`src/rtl/bcd_disp_pkg.sv`:
```
// Shared types and constants for the BCD display scanner: scan states, blanking codes, digit segment table.
// Pure declarations; no logic, no latency, no flow control.
package bcd_disp_pkg;

  typedef enum logic [1:0] {
    S_ONES = 2'd0,
    S_GAP0 = 2'd1,
    S_TENS = 2'd2,
    S_GAP1 = 2'd3
  } state_e;

  localparam logic [6:0] SEG_BLANK = 7'h7F;
  localparam logic [3:0] AN_OFF    = 4'hF;
  localparam logic [3:0] AN_ONES   = 4'b1110;
  localparam logic [3:0] AN_TENS   = 4'b1101;

  // Active-low {g,f,e,d,c,b,a}; entry 0 is the rightmost element, codes 10-15 are blank.
  localparam logic [15:0][6:0] SEG_TABLE = {
    SEG_BLANK, SEG_BLANK, SEG_BLANK, SEG_BLANK, SEG_BLANK, SEG_BLANK,
    7'h10, 7'h00, 7'h78, 7'h02, 7'h12, 7'h19, 7'h30, 7'h24, 7'h79, 7'h40
  };

  // Returns {tens, ones} for a 0-15 binary value.
  function automatic logic [7:0] bcd_split(input logic [3:0] v);
    logic [3:0] tens;
    tens = (v >= 4'd10) ? 4'd1 : 4'd0;
    return {tens, v - ((tens == 4'd1) ? 4'd10 : 4'd0)};
  endfunction

endpackage

```
`src/rtl/bcd_display_scanner_if.sv`:
```
// Display bus between the value producer and the scanner: load strobe/value in, anode/segment pins out.
// No handshake: load is a fire-and-forget strobe; display pins are free-running.
interface bcd_display_scanner_if;
  logic       load;
  logic [3:0] value;
  logic [3:0] an;
  logic [6:0] seg;
  logic       dp;
  logic       frame_upd;

  modport master (output load, value, input an, seg, dp, frame_upd);
  modport slave  (input load, value, output an, seg, dp, frame_upd);
endinterface

```
`src/rtl/seg7_encoder.sv`:
```
// Combinational BCD digit to active-low 7-segment code; codes above 9 render blank.
// Zero latency, no flow control.
module seg7_encoder
  import bcd_disp_pkg::*;
(
  input  logic [3:0] bcd,
  output logic [6:0] seg
);

  assign seg = SEG_TABLE[bcd];

endmodule

```
`src/rtl/bcd_display_scanner.sv`:
```
// Two-digit 7-seg scanner with blank gaps; values commit only at frame start. Outputs lag state by 1 cycle.
// No backpressure: latest load wins. Define LEADING_ZERO_BLANK_EN to leave the tens anode dark for 0-9.
module bcd_display_scanner
  import bcd_disp_pkg::*;
#(
  parameter int REFRESH_DIV = 100000,
  parameter int GAP_DIV     = 1000,
  parameter int CNT_W       = 17
) (
  input  logic                  clk,
  input  logic                  rst,
  bcd_display_scanner_if.slave  disp
);

  localparam logic [CNT_W-1:0] REF_LAST = CNT_W'(REFRESH_DIV - 1);
  localparam logic [CNT_W-1:0] GAP_LAST = CNT_W'(GAP_DIV - 1);

  state_e           state_q, state_d;
  logic [CNT_W-1:0] cnt_q, cnt_d;
  logic [3:0]       pending_q, pending_d;
  logic             pend_vld_q, pend_vld_d;
  logic [3:0]       active_q, active_d;
  logic [3:0]       an_q, an_d;
  logic [6:0]       seg_q, seg_d;
  logic             frame_upd_q, frame_upd_d;

  logic [3:0] tens, ones, digit;
  logic [6:0] digit_seg;
  logic       slot_last;

  assign {tens, ones} = bcd_split(active_q);
  assign digit        = (state_q == S_TENS) ? tens : ones;

  seg7_encoder u_enc (
    .bcd (digit),
    .seg (digit_seg)
  );

  always_comb begin
    state_d     = state_q;
    cnt_d       = cnt_q + 1'b1;
    pending_d   = pending_q;
    pend_vld_d  = pend_vld_q;
    active_d    = active_q;
    frame_upd_d = 1'b0;
    an_d        = AN_OFF;
    seg_d       = SEG_BLANK;
    slot_last   = ((state_q == S_ONES) || (state_q == S_TENS)) ? (cnt_q == REF_LAST)
                                                               : (cnt_q == GAP_LAST);

    if (slot_last) begin
      cnt_d = '0;
      case (state_q)
        S_ONES: state_d = S_GAP0;
        S_GAP0: state_d = S_TENS;
        S_TENS: state_d = S_GAP1;
        S_GAP1: begin
          state_d = S_ONES;
          if (pend_vld_q) begin
            active_d    = pending_q;
            pend_vld_d  = 1'b0;
            frame_upd_d = 1'b1;
          end
        end
      endcase
    end

    // A load on the commit cycle overrides the clear above, so it waits for the next frame.
    if (disp.load) begin
      pending_d  = disp.value;
      pend_vld_d = 1'b1;
    end

    case (state_q)
      S_ONES: begin
        an_d  = AN_ONES;
        seg_d = digit_seg;
      end
      S_TENS: begin
        seg_d = digit_seg;
`ifdef LEADING_ZERO_BLANK_EN
        an_d  = (tens == 4'd0) ? AN_OFF : AN_TENS;
`else
        an_d  = AN_TENS;
`endif
      end
      default: ;
    endcase
  end

  always_ff @(posedge clk) begin
    if (rst) begin
      state_q     <= S_ONES;
      cnt_q       <= '0;
      pending_q   <= '0;
      pend_vld_q  <= 1'b0;
      active_q    <= '0;
      an_q        <= AN_OFF;
      seg_q       <= SEG_BLANK;
      frame_upd_q <= 1'b0;
    end else begin
      state_q     <= state_d;
      cnt_q       <= cnt_d;
      pending_q   <= pending_d;
      pend_vld_q  <= pend_vld_d;
      active_q    <= active_d;
      an_q        <= an_d;
      seg_q       <= seg_d;
      frame_upd_q <= frame_upd_d;
    end
  end

  assign disp.an        = an_q;
  assign disp.seg       = seg_q;
  assign disp.dp        = 1'b1;
  assign disp.frame_upd = frame_upd_q;

endmodule
```
`src/flat_wrapper.sv`:
```
// flat-port wrapper written by rule: the top's interface ports become plain ports
module bcd_display_scanner_flat import bcd_disp_pkg::*;
#(
  parameter int REFRESH_DIV = 100000,
  parameter int GAP_DIV     = 1000,
  parameter int CNT_W       = 17
)
  (clk, rst, disp_load, disp_value, disp_an, disp_seg, disp_dp, disp_frame_upd);
  bcd_display_scanner_if disp_i ();
  input  logic clk;
  input  logic rst;
  input wire logic [$bits(disp_i.load)-1:0] disp_load;
  input wire logic [$bits(disp_i.value)-1:0] disp_value;
  output wire logic [$bits(disp_i.an)-1:0] disp_an;
  output wire logic [$bits(disp_i.seg)-1:0] disp_seg;
  output wire logic [$bits(disp_i.dp)-1:0] disp_dp;
  output wire logic [$bits(disp_i.frame_upd)-1:0] disp_frame_upd;
  assign disp_i.load = disp_load;
  assign disp_i.value = disp_value;
  assign disp_an = disp_i.an;
  assign disp_seg = disp_i.seg;
  assign disp_dp = disp_i.dp;
  assign disp_frame_upd = disp_i.frame_upd;
  bcd_display_scanner #(.REFRESH_DIV(REFRESH_DIV), .GAP_DIV(GAP_DIV), .CNT_W(CNT_W)) u_core (.clk(clk), .rst(rst), .disp(disp_i));
endmodule
```
`config.mk`:
```
export PLATFORM = sky130hd
export DESIGN_NAME = bcd_display_scanner_flat
export DESIGN_NICKNAME = d
export VERILOG_FILES = /design/src/rtl/bcd_disp_pkg.sv /design/src/rtl/bcd_display_scanner_if.sv /design/src/rtl/seg7_encoder.sv /design/src/rtl/bcd_display_scanner.sv /design/src/flat_wrapper.sv
export SDC_FILE = /design/constraint.sdc
export NUM_CORES = 1
export LEC_CHECK = 0
export CAP_MARGIN = 20
export CORE_MARGIN = 2
export CORE_UTILIZATION = 36
export CTS_CLUSTER_DIAMETER = 40
export DETAILED_ROUTE_END_ITERATION = 7
export PLACE_DENSITY = 0.56
export SLEW_MARGIN = 40
export SYNTH_ARGS = -nofsm -noshare
export SYNTH_HDL_FRONTEND = slang
export SYNTH_SLANG_ARGS = --single-unit
```
`constraint.sdc`:
```
create_clock -name clk -period 2.33 [get_ports clk]
set_input_delay 0.466 -clock clk [delete_from_list [all_inputs] [get_ports clk]]
set_output_delay 0.466 -clock clk [all_outputs]
set_load 0.05 [all_outputs]
```
==> flow_summary.json <==
{
  "io_pins": 20,
  "rsz0062_at_grt": "no",
  "hold_end": "u_core.cnt_q[0]",
  "grt_max_degree": 18,
  "overflow": 0,
  "htreeDepth": 2,
  "areaGrowthSynthToFinish_pct": 16.4,
  "power_density_nw_per_um2": 569,
  "initialDrtViolationCount": 45,
  "drv_cap": 0,
  "grt_util_met1_pct": 16.9,
  "synth-seq-cells": 38,
  "critPathMaxStageDelay_ns": 0.40,
  "setup_violations": 0,
  "start_util_pct": 36.9,
  "fin_crit_sh_pct": 82.9,
  "max_freq_mhz": 517,
  "clk_pin_slew_ns": 0.07,
  "grt_pass1_vias": 1222,
  "finalClockSkew_ns": 0.00371,
  "place_area_sq_um": 2070,
  "dp_hpwl_mm": 2.35,
  "min_path_type": "flip-flop to flip-flop",
  "use_met3_pct": 3.97,
  "final_common_cell": "dfxtp_1",
  "p_int_mw": 0.936,
  "crit_family": "adder cells",
  "crit_fanout": 7,
  "die_x_um": 75.9,
  "grt_antenna_before_repair": 0,
  "wl_mm": 3.20,
  "multi_input_comb_area_sq_um": 987,
  "vias": 1387,
  "slew_violations": 0,
  "stdcell_area_sq_um": 2170,
  "via_per_inst": 4.75,
  "grtUsageMet2_pct": 18.4,
  "fin_ws_ns": 0.397,
  "layout-drive-gt1-share_pct": 9.91,
  "ctsLongestPathBuffers": 2,
  "final_cell_mix": "dfxtp_1 (38), nor2_1 (30), nand2_1 (21)",
  "synth_area_per_cell_sq_um": 9.21,
  "cts_setup_buffers": 0,
  "fp.coreArea_sq_um": 5040,
  "timing.rr.end": "u_core.disp.seg[3]",
  "yosys.cell_types.count": 46,
  "cp-end-kind": "flip-flop",
  "r2r_cells": 7,
  "portBuffers": 16,
  "worst_pin_slew_ns": 0.726,
  "synthCells": 202,
  "whs_ns": 0.451,
  "grt_first_pass_wirelength_mm": 5.49,
  "status": "complete, no violations",
  "fill_cells": 531,
  "clockRootBuffer": "clkbuf_8",
  "power_frac_seq_pct": 54.6,
  "clkSinkCount": 38,
  "num_rows": 26,
  "dieArea_sq_um": 5760,
  "wl_per_cell_um": 11.0,
  "combPwrFrac_pct": 7.6,
  "critPathKind": "flip-flop to flip-flop",
  "switching_share_pct": 24.0,
  "grt_busiest_layer": "met2",
  "diodes": 0,
  "ant_nets": 0,
  "insertion_delay_ns": 0.29,
  "crit_required_ns": 2.55,
  "synth-main-ff-cell": "dfxtp_1",
  "seq_area_sq_um": 761,
  "power_leakage_nw": 0.748,
  "slowest_stage": "dfxtp_1",
  "post-route-drc-count": 0,
  "dp_slack_ns": 0.403,
  "rrSetupSlack_ns": 0.40,
  "grt_usage_pct": 12.5,
  "nets": 236,
  "holdBufCountCts": 0,
  "tns_ns": 0,
  "slew_headroom_pct": 51.6,
  "synth_edf_count": 0,
  "r2r_start": "u_core.state_q[0]",
  "cts_tree": "done",
  "start_kind": "flip-flop",
  "synth-async-reset-ratio_pct": 0,
  "die_h_um": 75.9,
  "syn-cell-area_sq_um": 1860,
  "p_clk_share_pct": 37.9,
  "timing.final.hold_violations": 0,
  "vdd_drop_max_mv": 0.255,
  "cp_cell_sequence": "inv_1 -> ha_1 -> o211ai_1 -> o21ai_0 -> ha_1 -> or3_1 -> o211ai_1",
  "synth_seq_area_share_pct": 40.9,
  "hp-start": "u_core.cnt_q[0]",
  "critPathBufInv": 1,
  "cp_data_arrival_time_ns": 2.15,
  "gp_congestion": 0.757,
  "numCtsBuffers": 5,
  "dr.pass1.iters": 4,
  "layout_min_cycle_time_ns": 1.93,
  "min_path_cells": 1,
  "yosys_warnings": 0,
  "power.net_switching_mw": 0.296,
  "cts_resized": 0
}
-- per-layer routing --
layer / part of all wire [%] / wire length [um]
met4: 1.1 / 36
met2: 42 / 1360
met1: 52 / 1650
met5: 0 / 0
met3: 4.8 / 155
-- final cells by class --
type	count	area share [%]
clock inverters	2	0.578
inverters	12	2.08
repair buffers	20	8.78
multi-input cells	144	45.6
clock buffers	6	3.81
flip-flops and latches	38	35.1
well taps	70	4.04
-- worst max-delay path by stage --
stage                    endpoint          startpoint  cells past startpoint
5_1_grt           u_core.cnt_q[3]     u_core.cnt_q[0]                      5
2_1_floorplan  u_core.disp.seg[3]  u_core.active_q[1]                      7
6_report       u_core.disp.seg[3]   u_core.state_q[0]                      7
3_5_place_dp   u_core.disp.seg[3]   u_core.state_q[0]                      7
3_3_place_gp   u_core.disp.seg[3]   u_core.state_q[0]                      7
4_1_cts        u_core.disp.seg[3]   u_core.state_q[0]                      7
-- Yosys cell counts (all sizes together) (2+ instances only) --
cell | n | area (sq um)
dfxtp | 38 | 761
nor2 | 30 | 113
nand2 | 21 | 78.8
inv | 12 | 45.0
xnor2 | 10 | 87.6
mux2i | 9 | 90.1
ha | 8 | 100
buf | 7 | 63.8
o21ai | 7 | 35.0
nand4 | 6 | 43.8
a21oi | 5 | 28.8
nor3 | 5 | 25.0
nor4 | 5 | 46.3
nand3 | 4 | 20.0
xor2 | 4 | 35.0
clkbuf | 3 | 11.3
and2 | 2 | 13.8
nor4b | 2 | 32.5
o211ai | 2 | 15.0
or3 | 2 | 12.5
-- logic make-up after synthesis --
family	Yosys count	synth area share, %
AND/OR/NAND/NOR	85	24.5
flip-flops	38	40.9
AO/OA/AOI/OAI	25	11.2
buffers and inverters	22	6.46
XOR/XNOR	14	6.59
multiplexers	9	4.84
adder cells (fa/ha/maj)	8	5.38
other	1	0.202
-- power groups by stage --
stage | clock network (mW) | logic (mW) | registers (mW)
5_1_grt | 0.513 | 0.102 | 0.675
2_1_floorplan | 0 | 0.0484 | 0.710
6_report | 0.467 | 0.0936 | 0.672
3_5_place_dp | 0 | 0.0946 | 0.688
4_1_cts | 0.482 | 0.0947 | 0.673
3_3_place_gp | 0 | 0.0944 | 0.688
-- worst reg2reg max path: cells and delay by family (launching register included) --
family	cells	cell delay, ns
AND/OR/NAND/NOR	1	0.31
AO/OA/AOI/OAI	3	0.39
adder cells (fa/ha/maj)	2	0.63
flip-flops	1	0.40
buffers and inverters	1	0.14
-- registers in the layout, summed over array words and instances, names as in the netlist --
name / cells
u_core.cnt_q: 17
u_core.disp.seg: 7
u_core.active_q: 4
u_core.pending_q: 4
u_core.disp.an: 2
u_core.state_q: 2
u_core.disp.frame_upd: 1
u_core.pend_vld_q: 1
-- through the flow --
step | std cells | power (mW) | util [%]
floorplan | 204 | 0.758 | -
global placement | 284 | 0.782 | 41.1
detailed placement | 284 | 0.782 | 41.1
CTS | 292 | 1.25 | 43.0
global route | 292 | 1.29 | 43.0
finish | 292 | 1.23 | 43.0
(Power assumes the default switching activity.)
